[src/rtl/tmds_serializer_if.sv]
// Word handshake between the TMDS encoders and the serializer.
// One word set per transfer; channel ch occupies word_data[ch*10 +: 10].
interface tmds_serializer_if #(
    parameter int unsigned NUM_CH = 3
);
    logic                   word_valid;
    logic                   word_ready;
    logic [NUM_CH*10-1:0]   word_data;

    modport master (
        output word_valid,
        output word_data,
        input  word_ready
    );

    modport slave (
        input  word_valid,
        input  word_data,
        output word_ready
    );
endinterface

[src/rtl/tmds_serializer.sv]
// N-channel TMDS word serializer running on the 5x pixel clock.
// Emits BITS_PER_CLK bits per cycle, LSB first, plus the matching TMDS clock-channel pattern.
module tmds_serializer #(
    parameter int unsigned NUM_CH       = 3,
    parameter int unsigned BITS_PER_CLK = 2,
    parameter logic [9:0]  IDLE_WORD    = 10'b1101010100,
    parameter int unsigned CNT_W        = 16
) (
    input  logic                           clk_5x_pixel,
    input  logic                           reset_n,
    tmds_serializer_if.slave               word_if,
    output logic [NUM_CH*BITS_PER_CLK-1:0] ser_data,
    output logic [BITS_PER_CLK-1:0]        ser_clk,
    output logic                           load_strobe,
    output logic                           underrun,
    output logic [CNT_W-1:0]               underrun_count,
    input  logic                           underrun_clr
);
    localparam int unsigned     PHASES      = 10 / BITS_PER_CLK;
    localparam int unsigned     PH_W        = (PHASES > 1) ? $clog2(PHASES) : 1;
    localparam logic [PH_W-1:0] LAST_PHASE  = PH_W'(PHASES - 1);
    localparam logic [9:0]      CLK_PATTERN = 10'b0000011111;
    localparam logic [CNT_W-1:0] CNT_MAX    = {CNT_W{1'b1}};

    if (BITS_PER_CLK != 1 && BITS_PER_CLK != 2 && BITS_PER_CLK != 5 && BITS_PER_CLK != 10)
    begin : g_bad_bpc
        $error("tmds_serializer: BITS_PER_CLK must be 1, 2, 5 or 10");
    end

    if (NUM_CH == 0 || CNT_W == 0) begin : g_bad_size
        $error("tmds_serializer: NUM_CH and CNT_W must be non-zero");
    end

    logic [PH_W-1:0]        r_phase;
    logic                   r_hold_valid;
    logic [NUM_CH*10-1:0]   r_hold_data;
    logic [9:0]             r_shift [NUM_CH];
    logic [9:0]             r_clk_shift;
    logic                   r_underrun;
    logic [CNT_W-1:0]       r_underrun_count;

    logic                   w_load_cycle;
    logic                   w_ready;
    logic                   w_accept;
    logic                   w_underrun_evt;

    assign w_load_cycle   = (r_phase == LAST_PHASE);
    // Ready on the load cycle too: the held word leaves as the new one arrives.
    assign w_ready        = ~r_hold_valid | w_load_cycle;
    assign w_accept       = word_if.word_valid & w_ready;
    assign w_underrun_evt = w_load_cycle & ~r_hold_valid;

    assign word_if.word_ready = w_ready;

    always_ff @(posedge clk_5x_pixel or negedge reset_n) begin
        if (!reset_n) begin
            r_phase <= '0;
        end else if (w_load_cycle) begin
            r_phase <= '0;
        end else begin
            r_phase <= r_phase + 1'b1;
        end
    end

    always_ff @(posedge clk_5x_pixel or negedge reset_n) begin
        if (!reset_n) begin
            r_hold_valid <= 1'b0;
            r_hold_data  <= '0;
        end else if (w_accept) begin
            r_hold_valid <= 1'b1;
            r_hold_data  <= word_if.word_data;
        end else if (w_load_cycle) begin
            r_hold_valid <= 1'b0;
        end
    end

    always_ff @(posedge clk_5x_pixel or negedge reset_n) begin
        if (!reset_n) begin
            for (int ch = 0; ch < NUM_CH; ch++) begin
                r_shift[ch] <= IDLE_WORD;
            end
            r_clk_shift <= CLK_PATTERN;
        end else if (w_load_cycle) begin
            // The held word is the one loaded; a same-cycle accept waits for the next frame.
            for (int ch = 0; ch < NUM_CH; ch++) begin
                r_shift[ch] <= r_hold_valid ? r_hold_data[ch*10 +: 10] : IDLE_WORD;
            end
            r_clk_shift <= CLK_PATTERN;
        end else begin
            for (int ch = 0; ch < NUM_CH; ch++) begin
                r_shift[ch] <= r_shift[ch] >> BITS_PER_CLK;
            end
            r_clk_shift <= r_clk_shift >> BITS_PER_CLK;
        end
    end

    always_ff @(posedge clk_5x_pixel or negedge reset_n) begin
        if (!reset_n) begin
            r_underrun       <= 1'b0;
            r_underrun_count <= '0;
        end else if (underrun_clr) begin
            r_underrun       <= 1'b0;
            r_underrun_count <= '0;
        end else if (w_underrun_evt) begin
            r_underrun <= 1'b1;
            if (r_underrun_count != CNT_MAX) begin
                r_underrun_count <= r_underrun_count + 1'b1;
            end
        end
    end

    always_comb begin
        ser_data = '0;
        for (int ch = 0; ch < NUM_CH; ch++) begin
            ser_data[ch*BITS_PER_CLK +: BITS_PER_CLK] = r_shift[ch][BITS_PER_CLK-1:0];
        end
    end

    assign ser_clk        = r_clk_shift[BITS_PER_CLK-1:0];
    // Gated so a single-phase build does not strobe while held in reset.
    assign load_strobe    = w_load_cycle & reset_n;
    assign underrun       = r_underrun;
    assign underrun_count = r_underrun_count;
endmodule

[src/flat_wrapper.sv]
// flat-port wrapper written by rule: the top's interface ports become plain ports
module tmds_serializer_flat 
#(
    parameter int unsigned NUM_CH       = 3,
    parameter int unsigned BITS_PER_CLK = 2,
    parameter logic [9:0]  IDLE_WORD    = 10'b1101010100,
    parameter int unsigned CNT_W        = 16
)
  (clk_5x_pixel, reset_n, ser_data, ser_clk, load_strobe, underrun, underrun_count, underrun_clr, word_if_word_valid, word_if_word_data, word_if_word_ready);
  tmds_serializer_if #(.NUM_CH(NUM_CH)) word_if_i ();
  input  logic clk_5x_pixel;
  input  logic reset_n;
  output logic [NUM_CH*BITS_PER_CLK-1:0] ser_data;
  output logic [BITS_PER_CLK-1:0] ser_clk;
  output logic load_strobe;
  output logic underrun;
  output logic [CNT_W-1:0] underrun_count;
  input  logic underrun_clr;
  input wire logic [$bits(word_if_i.word_valid)-1:0] word_if_word_valid;
  input wire logic [$bits(word_if_i.word_data)-1:0] word_if_word_data;
  output wire logic [$bits(word_if_i.word_ready)-1:0] word_if_word_ready;
  assign word_if_i.word_valid = word_if_word_valid;
  assign word_if_i.word_data = word_if_word_data;
  assign word_if_word_ready = word_if_i.word_ready;
  tmds_serializer #(.NUM_CH(NUM_CH), .BITS_PER_CLK(BITS_PER_CLK), .IDLE_WORD(IDLE_WORD), .CNT_W(CNT_W)) u_core (.clk_5x_pixel(clk_5x_pixel), .reset_n(reset_n), .word_if(word_if_i), .ser_data(ser_data), .ser_clk(ser_clk), .load_strobe(load_strobe), .underrun(underrun), .underrun_count(underrun_count), .underrun_clr(underrun_clr));
endmodule
[config.mk]
export PLATFORM = sky130hd
export DESIGN_NAME = tmds_serializer_flat
export DESIGN_NICKNAME = d
export VERILOG_FILES = /design/src/rtl/tmds_serializer_if.sv /design/src/rtl/tmds_serializer.sv /design/src/flat_wrapper.sv
export SDC_FILE = /design/constraint.sdc
export NUM_CORES = 1
export LEC_CHECK = 0
export ABC_AREA = 1
export CORE_MARGIN = 1.5
export CORE_UTILIZATION = 53
export CTS_CLUSTER_SIZE = 30
export DETAILED_ROUTE_END_ITERATION = 8
export MAX_ROUTING_LAYER = met4
export PLACE_DENSITY = 0.8
export SYNTH_ARGS = -nofsm -noshare
export SYNTH_HDL_FRONTEND = slang
export SYNTH_SLANG_ARGS = --single-unit
export TNS_END_PERCENT = 5
[constraint.sdc]
create_clock -name clk_5x_pixel -period 2.15 [get_ports clk_5x_pixel]
set_input_delay 0.43 -clock clk_5x_pixel [delete_from_list [all_inputs] [get_ports clk_5x_pixel]]
set_output_delay 0.43 -clock clk_5x_pixel [all_outputs]
set_load 0.05 [all_outputs]
==> flow_summary.ini, run 1 <==
[critical_path]
slowest_delay_ps = 840
crit_path_cell_trace = clkdlybuf4s50_1
path_depth = 1
cp_data_arrival_time_ps = 1670
crit_type = flop to output port
worstPathMaxFanout = 6
crit_buf_inv = 1
ff2ff_path_depth = 7
start_kind = flop
crit_family = buffers and inverters
cp-end-kind = output port
crit_required_ps = 1720
slowest_stage = clkdlybuf4s50_1

[logic_synthesis]
syn_inst = 379
ys_seq_area_share_pct = 56.0
synth_top_cell_area_share_pct = 43.5
synth_most_common_cell = nand2_1
avgSynthCellArea_um2 = 10.0
ys.flop_type = dfrtp_1
synth-seq-cells = 84
synth_common_cells = nand2_1 (87), dfrtp_1 (66), nor2_1 (43), o21ai_0 (27), mux2_2 (24)
synth-edff-count = 0
synth_fp_nets = 416
synth_area_um2 = 3790
ys.warnings.count = 0
async_reset_ff_share_pct = 100
synth_area_leaders = dfrtp_1 (44%), dfstp_2 (12%), nand2_1 (8.6%)
synthDistinctLibCells = 30
yosysTopAreaCell = dfrtp_1

[floorplan]
io_pins = 61
core-area_um2 = 6870
die_h_um = 87.6
row_count = 30
dieArea_um2 = 7680
fp.dieW_um = 87.6
start_util_pct = 55.2

[clock_tree]
path_clk_slew_ps = 80
cts_buffer_depth = 2
cts_root_buffer = clkbuf_8
clock_latency_ps = 350
tritoncts = built
cts-hold-fix-buffers = 0
post-cts-setup-buffer-count = 0
htree_levels = 3
clock_sinks = 84
cts_buffers = 9

[final_layout]
n_antenna_cell = 0
drive_gt1_share_pct = 23.1
nNetsFinal = 474
design_area_um2 = 4630
syn_to_final_growth_pct = 22.0

[drt]
firstDrtPassIters = 4
vias = 2722
via_per_inst = 5.06
ant_nets = 0
remaining_drc_errors = 0
routedWlPerCell_um = 14.0
drtIter0Drc = 198
drt_wl_total_mm = 7.54

[grt]
grtUsageTotal_pct = 22.4
use_met1_pct = 27.4
antenna_found_initial = 0
grt_pass1_wl_mm = 12.5
grt_overflow_total = 0
grtUsageMet2_pct = 36.6
grt_pass1_vias = 2679
grt_max_degree = 85
busiest_layer = met2
grt_use_met3_pct = 3.96

[timing]
relSlewSlack_pct = 32.4
fin_crit_ps = 2100
finalClockSkew_ps = 9.35
fmax_mhz = 476
hold_viol = 0
worst_pin_slew_ps = 1010
grt_setup_unrepaired = false
finalSetupTns_ps = 0
slew_violations = 0
finalCritPeriodShare_pct = 97.7
worst_slack_ps = 49.4
setup_viol = 0

[power]
vdd_drop_max_mv = 0.430
power_mw = 3.22
power_density_nw_per_um2 = 695
leakage_nw = 2.04

[flow_run]
drv_cap = 0

[place]
post-place-ws_ps = 284
dp.final_hpwl_mm = 5.27
placed_area_um2 = 4460
portBuffers = 60
gp_congestion = 0.830

[run_status]
status = complete, no violations

[min_path]
hold_class = input pin to async pin
## logic make-up after synthesis
family	after synthesis	share of synthesized area, %
mux	30	8.90
fa+ha+maj	3	0.989
flops	84	56.0
buf+inv	43	6.07
xor+xnor	2	0.462
compound gates	43	6.79
simple gates	174	20.8
## timing repair
item                       in CTS  in global routing
gates resized for setup         1                  2
setup endpoints to repair       1                  2
hold endpoints to repair        0                  0
## through the flow
| stage | utilization (%) | std cells | hold slack, ps |
|---|---|---|---|
| finish | 67.4 | 538 | 365 |
| global route | 67.4 | 538 | 447 |
| CTS | 67.3 | 538 | 408 |
| detailed placement | 64.9 | 522 | 449 |
| global placement | 64.9 | 522 | 439 |
| floorplan | - | 379 | 134 |
## layer usage
metal | part of all wire [%] | up-vias | routed length [um]
li1 | - | 1328 | -
met1 | 44 | 1318 | 3310
met2 | 50 | 62 | 3780
met3 | 3.9 | 14 | 296
met4 | 2.0 | 0 | 148
met5 | 0 | - | 0
## sequential cells by signal, indices dropped and copies added (netlist names)
name and flops:
u_core.underrun_count 16, u_core.ser_data 6, u_core.r_clk_shift 3, u_core.underrun 1
u_core.r_hold_data 30, u_core.r_shift 24, u_core.r_phase 3, u_core.r_hold_valid 1
## final timing paths
check | end | slack (ps) | from
hold reg to reg | u_core.r_shift[23] | 460 | u_core.r_shift[25]
setup reg to reg | u_core.r_hold_data[0] | 270 | u_core.r_phase[0]
setup / recovery | underrun_count[12] | 50 | u_core.underrun_count[12]
hold / removal | u_core.underrun_count[8] | 360 | reset_n
max in group asynchronous | u_core.r_shift[27] | 1130 | reset_n
min in group clk_5x_pixel | u_core.r_shift[23] | 460 | u_core.r_shift[25]
## placed cells by master, fill, tap and decap left out, types with 3 or more instances in the layout
cell type         n
buf_4            11
clkbuf_8         10
clkdlybuf4s50_1  54
dfrtp_1          66
dfstp_2          18
ha_1              3
inv_1            18
mux2_1            6
mux2_2           24
nand2_1          86
nand2_2          12
nand3_1          18
nand4_1           3
nor2_1           43
nor2_4            3
nor3_1            3
o21ai_0          27
o21ai_2          10
## final cells by class
| class | instances | area, um2 |
|---|---|---|
| flip-flops and latches | 84 | 2120 |
| inverters | 20 | 75.1 |
| fillers | 542 | 2240 |
| clock buffers | 12 | 145 |
| clock inverters | 4 | 26.3 |
| well taps | 96 | 120 |
| multi-input cells | 252 | 1440 |
| repair buffers | 70 | 697 |
## report_power, final
part / internal, mW / switching, mW / total, mW / leakage [nW]
Clock: 0.450 / 0.547 / 0.998 / 0.0863
Sequential: 1.71 / 0.0572 / 1.76 / 1.02
Combinational: 0.204 / 0.252 / 0.457 / 0.926
(Power assumes the default switching activity.)
==> run 2: changes to the inputs <==
--- a/config.mk
+++ b/config.mk
@@ -7,11 +7,11 @@
 export LEC_CHECK = 0
 export ABC_AREA = 1
 export CORE_MARGIN = 1.5
-export CORE_UTILIZATION = 53
+export CORE_UTILIZATION = 45
 export CTS_CLUSTER_SIZE = 30
 export DETAILED_ROUTE_END_ITERATION = 8
 export MAX_ROUTING_LAYER = met4
-export PLACE_DENSITY = 0.8
+export PLACE_DENSITY_LB_ADDON = 0.2
 export SYNTH_ARGS = -nofsm -noshare
 export SYNTH_HDL_FRONTEND = slang
 export SYNTH_SLANG_ARGS = --single-unit
==> run 2 against run 1 <==
Sequential share of layout area shrank 0.39 points. Core utilization decreased by 10 points. Clock skew up 1.4 ps. Clock-buffer cell count down 3. Final area is 0.86% higher. Routed wire length fell by 9.2%. Clock power is 4% higher. Fmax increased by 0.22%. Non-clock buffer count unchanged. Critical endpoint is now underrun_count[11]. Highest routed layer unchanged.
==> flow_summary.ini, run 2 (same netlist as run 1, synthesis figures left out) <==
[critical_path]
worstPathMaxFanout = 7
slowest_stage = clkdlybuf4s50_1
cp_data_arrival_time_ps = 1670
cp-startpoint = u_core.underrun_count[11]
crit_type = flop to output port
start_kind = flop
timing.critical_path.to = underrun_count[11]
crit_buf_inv = 1
ff2ff_path_depth = 7
r2r-end = u_core.r_hold_data[7]
crit_required_ps = 1720
crit_family = buffers and inverters
path_depth = 1
cp-end-kind = output port
rrSetupSlack_ps = 420
slowest_delay_ps = 840
worstReg2RegStart = u_core.r_phase[0]
crit_path_cell_trace = clkdlybuf4s50_1

[place]
post-place-ws_ps = 254
portBuffers = 60
dp.final_hpwl_mm = 4.78
gp_congestion = 0.886

[timing]
setup_viol = 0
hold_viol = 0
relSlewSlack_pct = 59.1
holdWs_ps = 145
grt_setup_unrepaired = false
finalClockSkew_ps = 10.7
fmax_mhz = 477
finalSetupTns_ps = 0
slew_violations = 0
worst_pin_slew_ps = 614
worst_slack_ps = 54.1
fin_crit_ps = 2100
finalCritPeriodShare_pct = 97.5

[clock_tree]
path_clk_slew_ps = 90
cts_buffers = 9
tritoncts = built
htree_levels = 3
cts_root_buffer = clkbuf_8
post-cts-setup-buffer-count = 0
cts_buffer_depth = 2
clock_latency_ps = 360
clock_sinks = 84

[drt]
drt_wl_total_mm = 6.85
routedWlPerCell_um = 12.5
via_per_inst = 4.86
firstDrtPassIters = 4
remaining_drc_errors = 0
vias = 2657
drtIter0Drc = 69
ant_nets = 0

[grt]
grt_pass1_wl_mm = 11.5
grtUsageTotal_pct = 17.4
grt_max_degree = 49
antenna_found_initial = 0
grt_overflow_total = 0
grt_pass1_vias = 2479

[power]
vdd_drop_max_mv = 0.360
p_seq_share_pct = 54.3
combPwrFrac_pct = 13.8
clkPwrFrac_pct = 31.9
leakage_nw = 2.08
power_density_nw_per_um2 = 696
p_sw_uw = 896
p_int_mw = 2.35
p_sw_share_pct = 27.6

[final_layout]
n_antenna_cell = 0
largest_register_ffs = 30
regMostFlops = u_core.r_hold_data
layout_commonest_cell = nand2_1
drive_gt1_share_pct = 23.5
utilization_pct = 57.1
nNetsFinal = 474
final_cell_mix = nand2_1 (86), dfrtp_1 (66), clkdlybuf4s50_1 (53)
syn_to_final_growth_pct = 23.1

[floorplan]
die_h_um = 94.8
io_pins = 61
row_count = 33
dieArea_um2 = 8990
core-area_um2 = 8180
start_util_pct = 46.4
fp.dieW_um = 94.8

[flow_run]
drv_cap = 0

[run_status]
status = complete, no violations

[min_path]
hold_class = input pin to async pin
## run 2: cell types whose count changed in the layout (fill, tap and decap cells not counted), sizes merged
cell	delta
dlygate4sd2	-1
clkinvlp	+1
clkbuf	-3
clkinv	-2
inv	+4
clkdlybuf4s50	-1
dlymetal6s2s	+2
## run 2: layout make-up
| class | count | area [um2] |
|---|---|---|
| fillers | 719 | 3500 |
| flip-flops and latches | 84 | 2120 |
| multi-input cells | 252 | 1440 |
| repair buffers | 70 | 716 |
| well taps | 105 | 131 |
| clock buffers | 9 | 124 |
| inverters | 20 | 75.1 |
| clock inverters | 7 | 57.6 |
## run 2: worst min-delay path by stage
| stage | endpoint | cells past startpoint |
|---|---|---|
| floorplan | u_core.r_hold_data[0] | 0 |
| global placement | u_core.r_shift[23] | 2 |
| detailed placement | u_core.ser_data[5] | 2 |
| CTS | u_core.underrun_count[5] | 2 |
| global route | u_core.r_hold_data[5] | 2 |
| finish | u_core.underrun_count[5] | 2 |
## run 2: stage by stage
step           instances  instance area, um2  power (mW)
2_1_floorplan        379                3790        2.09
3_3_place_gp         531                4480        2.24
3_5_place_dp         531                4480        2.25
4_1_cts              547                4660        3.30
5_1_grt              547                4670        3.42
6_report             547                4670        3.25
## run 2: what timing repair did
action	CTS	global route
gates resized for setup	0	4
setup endpoints to repair	0	4
hold buffers	0	0
endpoints found under the hold margin	0	0
## run 2: power by group through the flow
stage	Combinational [mW]	Clock, mW	Sequential (mW)
finish	0.448	1.04	1.76
global route	0.496	1.15	1.78
CTS	0.457	1.08	1.77
detailed placement	0.456	0	1.80
global placement	0.447	0	1.79
floorplan	0.315	0	1.78
## run 2: per-layer routing
layer	share of wire (%)	vias up	global-route usage (%)
met5	0	-	-
met4	1.8	0	6.59
met3	4.0	9	4.19
met2	48	62	27.6
met1	47	1256	21.4
li1	-	1330	-
